==> config.mk <==
export PLATFORM = sky130hd
export DESIGN_NAME = shift_ser_ctrl
export DESIGN_NICKNAME = d
export VERILOG_FILES = /design/src/rtl/shift_ctrl_pkg.sv /design/src/rtl/shift_bit_cnt.sv /design/src/rtl/shift_ser_ctrl.sv
export SDC_FILE = /design/constraint.sdc
export NUM_CORES = 1
export LEC_CHECK = 0
export ABC_AREA = 1
export BUFFER_PORTS_ARGS = -buffer_cell sky130_fd_sc_hd__buf_2
export CAP_MARGIN = 20
export CORE_AREA = 2 2 39 41
export DETAILED_ROUTE_END_ITERATION = 8
export DIE_AREA = 0 0 41 43
export PLACE_DENSITY_LB_ADDON = 0.15
export RECOVER_POWER = 100
export SLEW_MARGIN = 5
export SYNTH_ARGS = -nofsm -noshare
export SYNTH_HDL_FRONTEND = slang
export SYNTH_SLANG_ARGS = --single-unit
==> constraint.sdc <==
create_clock -name clk -period 3.3 [get_ports clk]
set_clock_uncertainty 0.05 [all_clocks]
set_input_delay 0.66 -clock clk [delete_from_list [all_inputs] [get_ports clk]]
set_output_delay 0.66 -clock clk [all_outputs]
set_load 0.02 [all_outputs]
==> src/rtl/shift_ctrl_pkg.sv <==
// Shared constants for the serial transmit sequencer.
// State encoding and default widths.
package shift_ctrl_pkg;

  localparam int WIDTH_DEF = 4;
  localparam int CNT_W_DEF = 3;

  localparam int ST_W = 3;

  localparam logic [ST_W-1:0] IDLE  = 3'd0;
  localparam logic [ST_W-1:0] LOAD  = 3'd1;
  localparam logic [ST_W-1:0] SHIFT = 3'd2;
  localparam logic [ST_W-1:0] PAR   = 3'd3;
  localparam logic [ST_W-1:0] DONE  = 3'd4;

endpackage

==> src/rtl/shift_bit_cnt.sv <==
// Bit counter for the shift phase.
// Flags the final bit position (count == WIDTH-1).
module shift_bit_cnt
  import shift_ctrl_pkg::*;
#(
  parameter int WIDTH = WIDTH_DEF,
  parameter int CNT_W = CNT_W_DEF
) (
  input  logic clk,
  input  logic rst,
  input  logic clr,
  input  logic inc,
  output logic last
);

  logic [CNT_W-1:0] cnt_q;
  logic [CNT_W-1:0] cnt_d;

  // Clear wins over increment.
  always_comb begin
    cnt_d = cnt_q;
    if (clr)
      cnt_d = '0;
    else if (inc)
      cnt_d = cnt_q + 1'b1;
  end

  // Counter register.
  always_ff @(posedge clk) begin
    if (rst)
      cnt_q <= '0;
    else
      cnt_q <= cnt_d;
  end

  assign last = (cnt_q == CNT_W'(WIDTH - 1));

endmodule

==> src/rtl/shift_ser_ctrl.sv <==
// Parallel-to-serial sequencer driving a load/shift register.
// Optional parity bit via SHIFT_SER_PARITY_EN.
module shift_ser_ctrl
  import shift_ctrl_pkg::*;
#(
  parameter int WIDTH = WIDTH_DEF,
  parameter int CNT_W = CNT_W_DEF
) (
  input  logic             clk,
  input  logic             rst,
  input  logic             in_valid,
  input  logic [WIDTH-1:0] in_data,
  output logic             in_ready,
  input  logic             abort,
  output logic             sr_load,
  output logic             sr_shift,
  output logic [WIDTH-1:0] sr_I,
  output logic             sr_SI,
  input  logic             sr_SO,
  output logic             ser_out,
  output logic             ser_valid,
  output logic             busy,
  output logic             done
);

  logic [ST_W-1:0]  state_q;
  logic [ST_W-1:0]  state_d;
  logic [WIDTH-1:0] sr_i_q;
  logic [WIDTH-1:0] sr_i_d;
  logic             last;
  logic             abort_act;
  logic             cnt_clr;
  logic             cnt_inc;

  // abort only matters while a word is in flight.
  assign abort_act = abort &&
    (state_q == LOAD || state_q == SHIFT ||
     state_q == PAR);

  assign cnt_clr = (state_q == LOAD) || abort_act;
  assign cnt_inc = (state_q == SHIFT) && !last;

  shift_bit_cnt #(
    .WIDTH(WIDTH),
    .CNT_W(CNT_W)
  ) u_cnt (
    .clk (clk),
    .rst (rst),
    .clr (cnt_clr),
    .inc (cnt_inc),
    .last(last)
  );

  // Next-state and word capture.
  always_comb begin
    state_d = state_q;
    sr_i_d  = sr_i_q;
    unique case (state_q)
      IDLE: begin
        if (in_valid) begin
          sr_i_d  = in_data;
          state_d = LOAD;
        end
      end
      LOAD: begin
        state_d = abort ? IDLE : SHIFT;
      end
      SHIFT: begin
        if (abort)
          state_d = IDLE;
        else if (last)
`ifdef SHIFT_SER_PARITY_EN
          state_d = PAR;
`else
          state_d = DONE;
`endif
      end
`ifdef SHIFT_SER_PARITY_EN
      PAR: begin
        state_d = abort ? IDLE : DONE;
      end
`endif
      DONE: begin
        state_d = IDLE;
      end
      default: begin
        state_d = IDLE;
      end
    endcase
  end

  // State and captured word registers.
  always_ff @(posedge clk) begin
    if (rst) begin
      state_q <= IDLE;
      sr_i_q  <= '0;
    end else begin
      state_q <= state_d;
      sr_i_q  <= sr_i_d;
    end
  end

  // Moore output decode; ser_out follows SO in SHIFT.
  always_comb begin
    ser_out = 1'b0;
    if (state_q == SHIFT)
      ser_out = sr_SO;
`ifdef SHIFT_SER_PARITY_EN
    else if (state_q == PAR)
      ser_out = ^sr_i_q;
`endif
  end

  assign in_ready  = (state_q == IDLE);
  assign busy      = (state_q != IDLE);
  assign sr_load   = (state_q == LOAD);
  assign sr_shift  = (state_q == SHIFT);
  assign ser_valid = (state_q == SHIFT) ||
                     (state_q == PAR);
  assign done      = (state_q == DONE);
  assign sr_I      = sr_i_q;
  assign sr_SI     = 1'b0;

endmodule
==> results of run 1 <==
-- where the power goes --
part / switching, W / internal, W / total [W]
clock: 0.0000358 / 0.0000418 / 0.0000776
combinational: 0.0000422 / 0.0000179 / 0.0000601
sequential: 0.00000501 / 0.000128 / 0.000133
-- final cells by class --
type	count	area share, %
Multi-Input combinational cell	49	37.04
Sequential cell	10	32.39
Timing Repair Buffer	19	13.36
Inverter	17	10.32
Clock buffer	3	3.644
Tap cell	16	3.239
-- critical path: cells and delay by family, from the launching register on --
family	cells	cell delay [ns]
buf+inv	1	0.24
flops	1	0.34
simple gates	3	0.73
-- worst min path at each step --
stage                                     start                          end  slack [ns]  depth (start not counted)
floorplan           u_cnt.cnt_q[2]$_SDFFE_PP0P_  u_cnt.cnt_q[2]$_SDFFE_PP0P_        0.39                          2
global placement    u_cnt.cnt_q[2]$_SDFFE_PP0P_  u_cnt.cnt_q[2]$_SDFFE_PP0P_        0.40                          2
detailed placement  u_cnt.cnt_q[1]$_SDFFE_PP0P_  u_cnt.cnt_q[1]$_SDFFE_PP0P_        0.41                          2
CTS                 u_cnt.cnt_q[1]$_SDFFE_PP0P_  u_cnt.cnt_q[1]$_SDFFE_PP0P_        0.42                          2
global route        u_cnt.cnt_q[1]$_SDFFE_PP0P_  u_cnt.cnt_q[1]$_SDFFE_PP0P_        0.45                          2
finish              u_cnt.cnt_q[1]$_SDFFE_PP0P_  u_cnt.cnt_q[1]$_SDFFE_PP0P_        0.42                          2
-- registers in the layout (all words and copies together), names as in the netlist --
signal / cells
state_q: 3
sr_I: 4
u_cnt.cnt_q: 3
-- metal layers --
layer  up-vias  track usage, %  wire length, um
met5         -               0                0
met4         0           8.000               13
met3         2           4.712               70
met2        16           17.50              445
met1       208           18.75              471
li1        281               -                -
-- synth_stat cells (2+ instances only) --
cell | n | area [um2]
nand3_1 | 6 | 30.03
nand2_1 | 16 | 60.06
dfxtp_1 | 10 | 200.2
inv_1 | 16 | 60.06
a21oi_1 | 4 | 20.02
nand4_1 | 5 | 31.28
ha_1 | 2 | 25.02
nor2_1 | 12 | 45.04
-- cells by family (layout without fill, tap and decap cells) --
| logic type | Yosys count | after routing | share of synthesized area [%] |
|---|---|---|---|
| AO/OA/AOI/OAI | 4 | 4 | 3.747 |
| buffers and inverters | 19 | 39 | 15.92 |
| adder cells (fa/ha/maj) | 2 | 2 | 4.683 |
| other | 1 | 1 | 0.7019 |
| flip-flops | 10 | 10 | 37.47 |
| AND/OR/NAND/NOR | 42 | 42 | 37.47 |
-- metrics by stage --
stage | setup slack (ns) | power [W]
final | 1.041 | 0.0002711
after global routing | 0.9172 | 0.0002910
after CTS | 1.339 | 0.0002844
after detailed placement | 1.581 | 0.0002032
after global placement | 1.595 | 0.0002022
after floorplan | 1.616 | 0.0001836
==> impl_metrics.ini, run 1 <==
[worst_setup_path]
path_cells = nor2_1, nand2_1, nor2_1, clkbuf_1
r2r_end = sr_I[0]$_SDFFE_PP0P_
setup.worst_path.class = register to output port
r2r-start = state_q[0]$_SDFFE_PP0P_
path_common_cell = nor2_1
critPathRequiredTime_ns = 2.59
r2r_cells = 4
crit_slowest_cell = nor2_1
start_kind = register
crit_path_end = ser_out
cp_max_fo = 10
crit_arrival_ns = 1.55
max_stage_delay_ns = 0.49
crit_path_start = state_q[0]$_SDFFE_PP0P_
r2r_slack_ns = 1.67
endpoint_kind = output port

[floorplan]
chipWidth_um = 41
pin_count = 21
fp-row-count = 14
core_um2 = 1384
die_height_um = 43
dieArea_um2 = 1763
start_util_pct = 38.61

[cts]
ctsRootBufferMaster = clkbuf_4
cts.sinks = 10
hold_buffers = 0
post_cts_buffers = 0
cts_buffers = 3
cts_resized = 0
clk_pin_slew_ns = 0.06
cts_tree = yes
clk_latency_ns = 0.25
ctsHtreeMaxLevel = 1
cts_max_path_buffers = 2

[finish]
drive_above_1_share_pct = 12.24
regArea_um2 = 200.2
layout_commonest_cell = inv_1
stdcell_count = 114
fillers = 162
final_core_util_pct = 44.67
final_nets = 111
diodes = 0
multi_input_area_um2 = 229.0
fin_area_um2 = 618.1
synthToLayoutAreaGrowth_pct = 15.69
layout_common_cells = 17 x inv_1, 16 x nand2_1, 13 x nor2_1

[sta]
period_minus_slack_ns = 2.259
setup_viol = 0
finalCritPeriodShare_pct = 68.45
fin_tns_setup_ns = 0
hold_ws_ns = 0.4185
rsz0062_at_grt = false
hold_violations = 0
relSlewSlack_pct = 60.12
max_slew.worst_pin.slew_ns = 0.5960
fmax_ghz = 0.4427
finalMaxSlewViolations = 0

[detailed_routing]
vias_per_cell = 4.447
antenna_left = 0
routedWlPerCell_um = 8.772
num_vias = 507
drt-total-wl_um = 1000
drt_iter0_drc = 3
firstDrtPassIters = 4
drc = 0

[global_routing]
grt_pass1_wl_um = 1642
grt_max_degree = 11
grt_use_total_pct = 13.55
overflow = 0
antenna_found_initial = 0
first_global_vias = 418

[synth]
synth_edf_count = 0
ys_seq_elements = 10
yosysUniqueCellTypes = 15
synthFlopType = dfxtp_1
synth_nets = 89
netlist_instances = 78
avgSynthCellArea_um2 = 6.850
syn-cell-area_um2 = 534.3
ys_seq_area_share_pct = 37.47
synthArstFlopShare_pct = 0
yosysWarnings = 0

[place]
place_congestion = 0.6739
dp_hpwl_um = 767.2
postPlaceCellArea_um2 = 628.1
io_buffers = 19
place_inst = 111

[power]
power-per-cell-area_nw_per_um2 = 438.6
leakagePower_nw = 0.3268
ir_worst_vdd_mv = 0.1957

[flow_run]
drv_cap = 0

[run_status]
status = finished, final reports clean

[min_path]
hp-class = register to register
Note: power is estimated with default switching activity, not from simulation.
==> inputs of run 2 (changes only) <==
Settings changed: ABC_AREA 1 to 0.
Clock period 3.3 ns to 2.1 ns, I/O delays scaled along.
==> impl_metrics.ini, run 2 <==
[run_status]
status = finished, final reports clean

[synth]
synth.area.top_cells = dfxtp_1 38%, mux2i_1 12%, nor4b_4 9.1%
synth_top_family_by_area = simple AND/OR/NAND/NOR gates
synth-xor-area-share_pct = 1.679
synth_edf_count = 0
synth_nets = 61
synthArstFlopShare_pct = 0
synth_top_cell_area_share_pct = 38.37
syn-cell-area_um2 = 521.8
ys_seq_area_share_pct = 38.37
synth_compound_gate_area_share_pct = 5.755
synth_mux_area_share_pct = 11.51
synth_common_cells = 10 x dfxtp_1, 10 x nor2_1, 6 x mux2i_1
ys_seq_elements = 10
avgSynthCellArea_um2 = 10.44
synthFlopType = dfxtp_1
yosysWarnings = 0
yosys.area.top_type = dfxtp_1
yosysUniqueCellTypes = 20
synth_fa_ha_area_share_pct = 4.796
netlist_instances = 50
synth_simple_gate_area_share_pct = 27.82

[finish]
stdcell_count = 84
layout_common_cells = 11 x clkbuf_1, 10 x nor2_1, 10 x dfxtp_1
final_core_util_pct = 42.59
largest_register_ff_count = 4
layout_commonest_cell = clkbuf_1
synthToLayoutAreaGrowth_pct = 12.95
final_nets = 81
diodes = 0
drive_above_1_share_pct = 19.12

[detailed_routing]
firstDrtPassIters = 3
antenna_left = 0
num_vias = 389
drt-total-wl_um = 939
drt_iter0_drc = 3
vias_per_cell = 4.631
routedWlPerCell_um = 11.18
drc = 0

[global_routing]
first_global_vias = 350
grt_pass1_wl_um = 1504
grt_use_total_pct = 12.94
grt_max_degree = 11
antenna_found_initial = 0
overflow = 0

[sta]
hold_violations = 0
fin_tns_setup_ns = 0
finalCritPeriodShare_pct = 88.47
setup_viol = 0
max_slew.worst_pin.slew_ns = 0.6533
fmax_ghz = 0.5383
finalMaxSlewViolations = 0
period_minus_slack_ns = 1.858
rsz0062_at_grt = false
relSlewSlack_pct = 56.34

[floorplan]
pin_count = 21
die_height_um = 43
core_um2 = 1384
dieArea_um2 = 1763
start_util_pct = 37.70
fp-row-count = 14
chipWidth_um = 41

[place]
place_congestion = 0.6581
place_inst = 81
io_buffers = 19

[worst_setup_path]
critPathRequiredTime_ns = 1.63
setup.worst_path.class = register to output port
crit_arrival_ns = 1.39
start_kind = register
cp_max_fo = 8
endpoint_kind = output port

[power]
ir_worst_vdd_mv = 0.2782
leakagePower_nw = 0.2503
power-per-cell-area_nw_per_um2 = 676.0
total_power_w = 0.0003984

[cts]
cts_max_path_buffers = 2
cts_buffers = 3
post_cts_buffers = 0
ctsHtreeMaxLevel = 1
clk_latency_ns = 0.26
cts.sinks = 10
ctsRootBufferMaster = clkbuf_4
cts_resized = 0
hold_buffers = 0
clk_pin_slew_ns = 0.07
cts_tree = yes

[min_path]
hp-class = input port to register

[flow_run]
drv_cap = 0
[run 2: metal layers]
| metal | global-route usage [%] | part of all wire [%] |
|---|---|---|
| met1 | 16.45 | 50 |
| met2 | 17.81 | 42 |
| met3 | 3.141 | 7.5 |
| met4 | 10.00 | 0.85 |
| met5 | 0 | 0 |
[run 2: logic make-up (layout without fill, tap and decap cells)]
| logic type | count (synthesis) | in the layout |
|---|---|---|
| buf+inv | 6 | 24 |
| compound gates | 3 | 3 |
| mux | 6 | 6 |
| xor+xnor | 1 | 1 |
| simple gates | 21 | 21 |
| fa+ha+maj | 2 | 2 |
| flops | 10 | 10 |
| other cells | 1 | 1 |
[run 2: final cells by class]
type | instances | area, um2
Timing Repair Buffer | 19 | 81.33
Fill cell | 155 | 794.5
Multi-Input combinational cell | 34 | 257.7
Tap cell | 16 | 20.02
Inverter | 2 | 7.507
Clock buffer | 3 | 22.52
Sequential cell | 10 | 200.2
[run 2: worst paths after layout]
kind,start,end,slack (ns),cells after the start
setup / recovery,state_q[0]$_SDFFE_PP0P_,sr_load,0.24,3
hold / removal,abort,state_q[1]$_SDFFE_PP0P_,0.32,2
setup reg to reg,u_cnt.cnt_q[0]$_SDFFE_PP0P_,state_q[1]$_SDFFE_PP0P_,0.48,4
hold reg to reg,sr_I[3]$_SDFFE_PP0P_,sr_I[3]$_SDFFE_PP0P_,0.45,2
[run 2: worst max-delay path, cell delays in order, from the launching register on]
cell and delay, ns:
dfxtp_1 0.52, or2b_1 0.28, nor2_1 0.08, clkbuf_1 0.24
[run 2: power breakdown]
| group | leakage, nW | internal (W) | total (W) | switching [W] |
|---|---|---|---|---|
| clock | 0.0138 | 0.0000661 | 0.000131 | 0.0000654 |
| sequential | 0.0816 | 0.000198 | 0.000205 | 0.00000762 |
| combinational | 0.155 | 0.0000250 | 0.0000617 | 0.0000367 |
| total | 0.250 | 0.000289 | 0.000398 | 0.000110 |
[run 2: through the flow]
step           instance area [um2]  setup WS [ns]  hold slack, ns
6_report                     589.3         0.2422          0.3180
5_1_grt                      589.3         0.1300          0.3187
4_1_cts                      618.1         0.2488          0.3049
3_5_place_dp                 595.6         0.5109          0.4303
3_3_place_gp                 595.6         0.5305          0.4180
2_1_floorplan                521.8         0.4013          0.4146
==> inputs of run 3 (changes only) <==
Settings changed: CORE_AREA 2 2 39 41 to 10 10 47 49, DIE_AREA 0 0 41 43 to 0 0 57 59, REMOVE_ABC_BUFFERS from default to 1.
==> impl_metrics.ini, run 3 (synthesis gave the netlist of run 2 again) <==
[floorplan]
start_util_pct = 37.23
chipWidth_um = 57
pin_count = 21
fp-row-count = 14
core_um2 = 1401
dieArea_um2 = 3363
die_height_um = 59

[power]
power.switching_w = 0.0001094
p_comb_share_pct = 14.0
leakagePower_nw = 0.2541
seqPwrFrac_pct = 46.9
pwr-share-clk_pct = 39.1
power-per-cell-area_nw_per_um2 = 741.5
swShare_pct = 25.09
p_int_w = 0.0003267
ir_worst_vdd_mv = 0.3454

[worst_setup_path]
r2r_end = sr_I[0]$_SDFFE_PP0P_
endpoint_kind = register
path_buf_inv = 0
setup.worst_path.class = register to register
crit_slowest_cell = nor4b_1
crit_arrival_ns = 1.93
crit_family = simple AND/OR/NAND/NOR gates
r2r-start = state_q[0]$_SDFFE_PP0P_
max_stage_delay_ns = 0.95
cp_max_fo = 8
start_kind = register
r2r_slack_ns = 0.27
path_cells = nor4b_1, mux2i_1, nor2_1
r2r_cells = 3
cp.depth = 3
critPathRequiredTime_ns = 2.21

[finish]
layout_commonest_cell = clkbuf_1
layout_common_cells = 11 x clkbuf_1, 10 x nor2_1, 10 x dfxtp_1
largest_register_ff_count = 4
synthToLayoutAreaGrowth_pct = 12.71
fin_area_um2 = 588.1
final_nets = 81
final_core_util_pct = 41.96
diodes = 0
drive_above_1_share_pct = 18.84

[min_path]
min_from = abort
holdPathStages = 2
holdPathEnd = state_q[1]$_SDFFE_PP0P_
hp-class = input port to register

[cts]
ctsHtreeMaxLevel = 1
cts_resized = 0
clk_latency_ns = 0.26
cts_buffers = 3
clk_pin_slew_ns = 0.07
cts_tree = yes
cts_max_path_buffers = 2
hold_buffers = 0
ctsRootBufferMaster = clkbuf_4
post_cts_buffers = 0
cts.sinks = 10

[place]
dp_hpwl_um = 792
place_congestion = 0.6737
postPlaceCellArea_um2 = 595.6
io_buffers = 19

[detailed_routing]
num_vias = 375
drt_iter0_drc = 2
firstDrtPassIters = 2
antenna_left = 0
drc = 0
routedWlPerCell_um = 11.68
vias_per_cell = 4.412
drt-total-wl_um = 993

[global_routing]
antenna_found_initial = 0
overflow = 0
grt_max_degree = 11
first_global_vias = 404
grt_use_total_pct = 6.345
grt_pass1_wl_um = 1731

[flow_run]
drv_cap = 0

[sta]
fmax_ghz = 0.5476
period_minus_slack_ns = 1.826
max_slew.worst_pin.slew_ns = 1.076
relSlewSlack_pct = 27.28
fin_tns_setup_ns = 0
hold_violations = 0
rsz0062_at_grt = false
finalMaxSlewViolations = 0
finalCritPeriodShare_pct = 86.96
setup_viol = 0

[run_status]
status = finished, final reports clean
run 3: power by group through the flow:
stage          Clock [W]  Combinational, W  Sequential (W)
3_3_place_gp           0         0.0000683        0.000210
4_1_cts         0.000176         0.0000682        0.000206
3_5_place_dp           0         0.0000680        0.000210
2_1_floorplan          0         0.0000376        0.000215
6_report        0.000171         0.0000610        0.000205
5_1_grt         0.000185         0.0000686        0.000206
run 3: final cells by class:
| type | count | area [um2] |
|---|---|---|
| timing repair buffer | 19 | 81.33 |
| clock buffer | 4 | 36.28 |
| fill | 161 | 813.3 |
| inverter | 2 | 7.507 |
| sequential | 10 | 200.2 |
| multi-input combinational | 34 | 242.7 |
| tap | 16 | 20.02 |
run 3: worst max-delay path by stage:
stage / start / to
floorplan: state_q[2]$_SDFFE_PP0P_ / busy
global placement: u_cnt.cnt_q[0]$_SDFFE_PP0P_ / state_q[1]$_SDFFE_PP0P_
detailed placement: u_cnt.cnt_q[0]$_SDFFE_PP0P_ / state_q[1]$_SDFFE_PP0P_
CTS: state_q[0]$_SDFFE_PP0P_ / sr_load
global route: state_q[0]$_SDFFE_PP0P_ / sr_I[2]$_SDFFE_PP0P_
finish: state_q[0]$_SDFFE_PP0P_ / sr_I[0]$_SDFFE_PP0P_
run 3: metal layers:
metal | vias up | global-route usage, % | share of wire, %
met2 | 12 | 8.992 | 41
met4 | 0 | 3.020 | 0
li1 | 204 | - | -
met1 | 159 | 6.996 | 46
met3 | 0 | 4.506 | 13
met5 | - | 0 | 0
run 3: per-stage QoR:
stage | cells | hold slack (ns) | total power (W) | worst slack, ns
2_1_floorplan | 46 | 0.4146 | 0.0002529 | 0.4016
3_3_place_gp | 81 | 0.4207 | 0.0002783 | 0.5294
3_5_place_dp | 81 | 0.4341 | 0.0002781 | 0.4930
4_1_cts | 85 | 0.3112 | 0.0004500 | 0.2632
5_1_grt | 85 | 0.3274 | 0.0004598 | 0.1085
6_report | 85 | 0.3206 | 0.0004361 | 0.2738
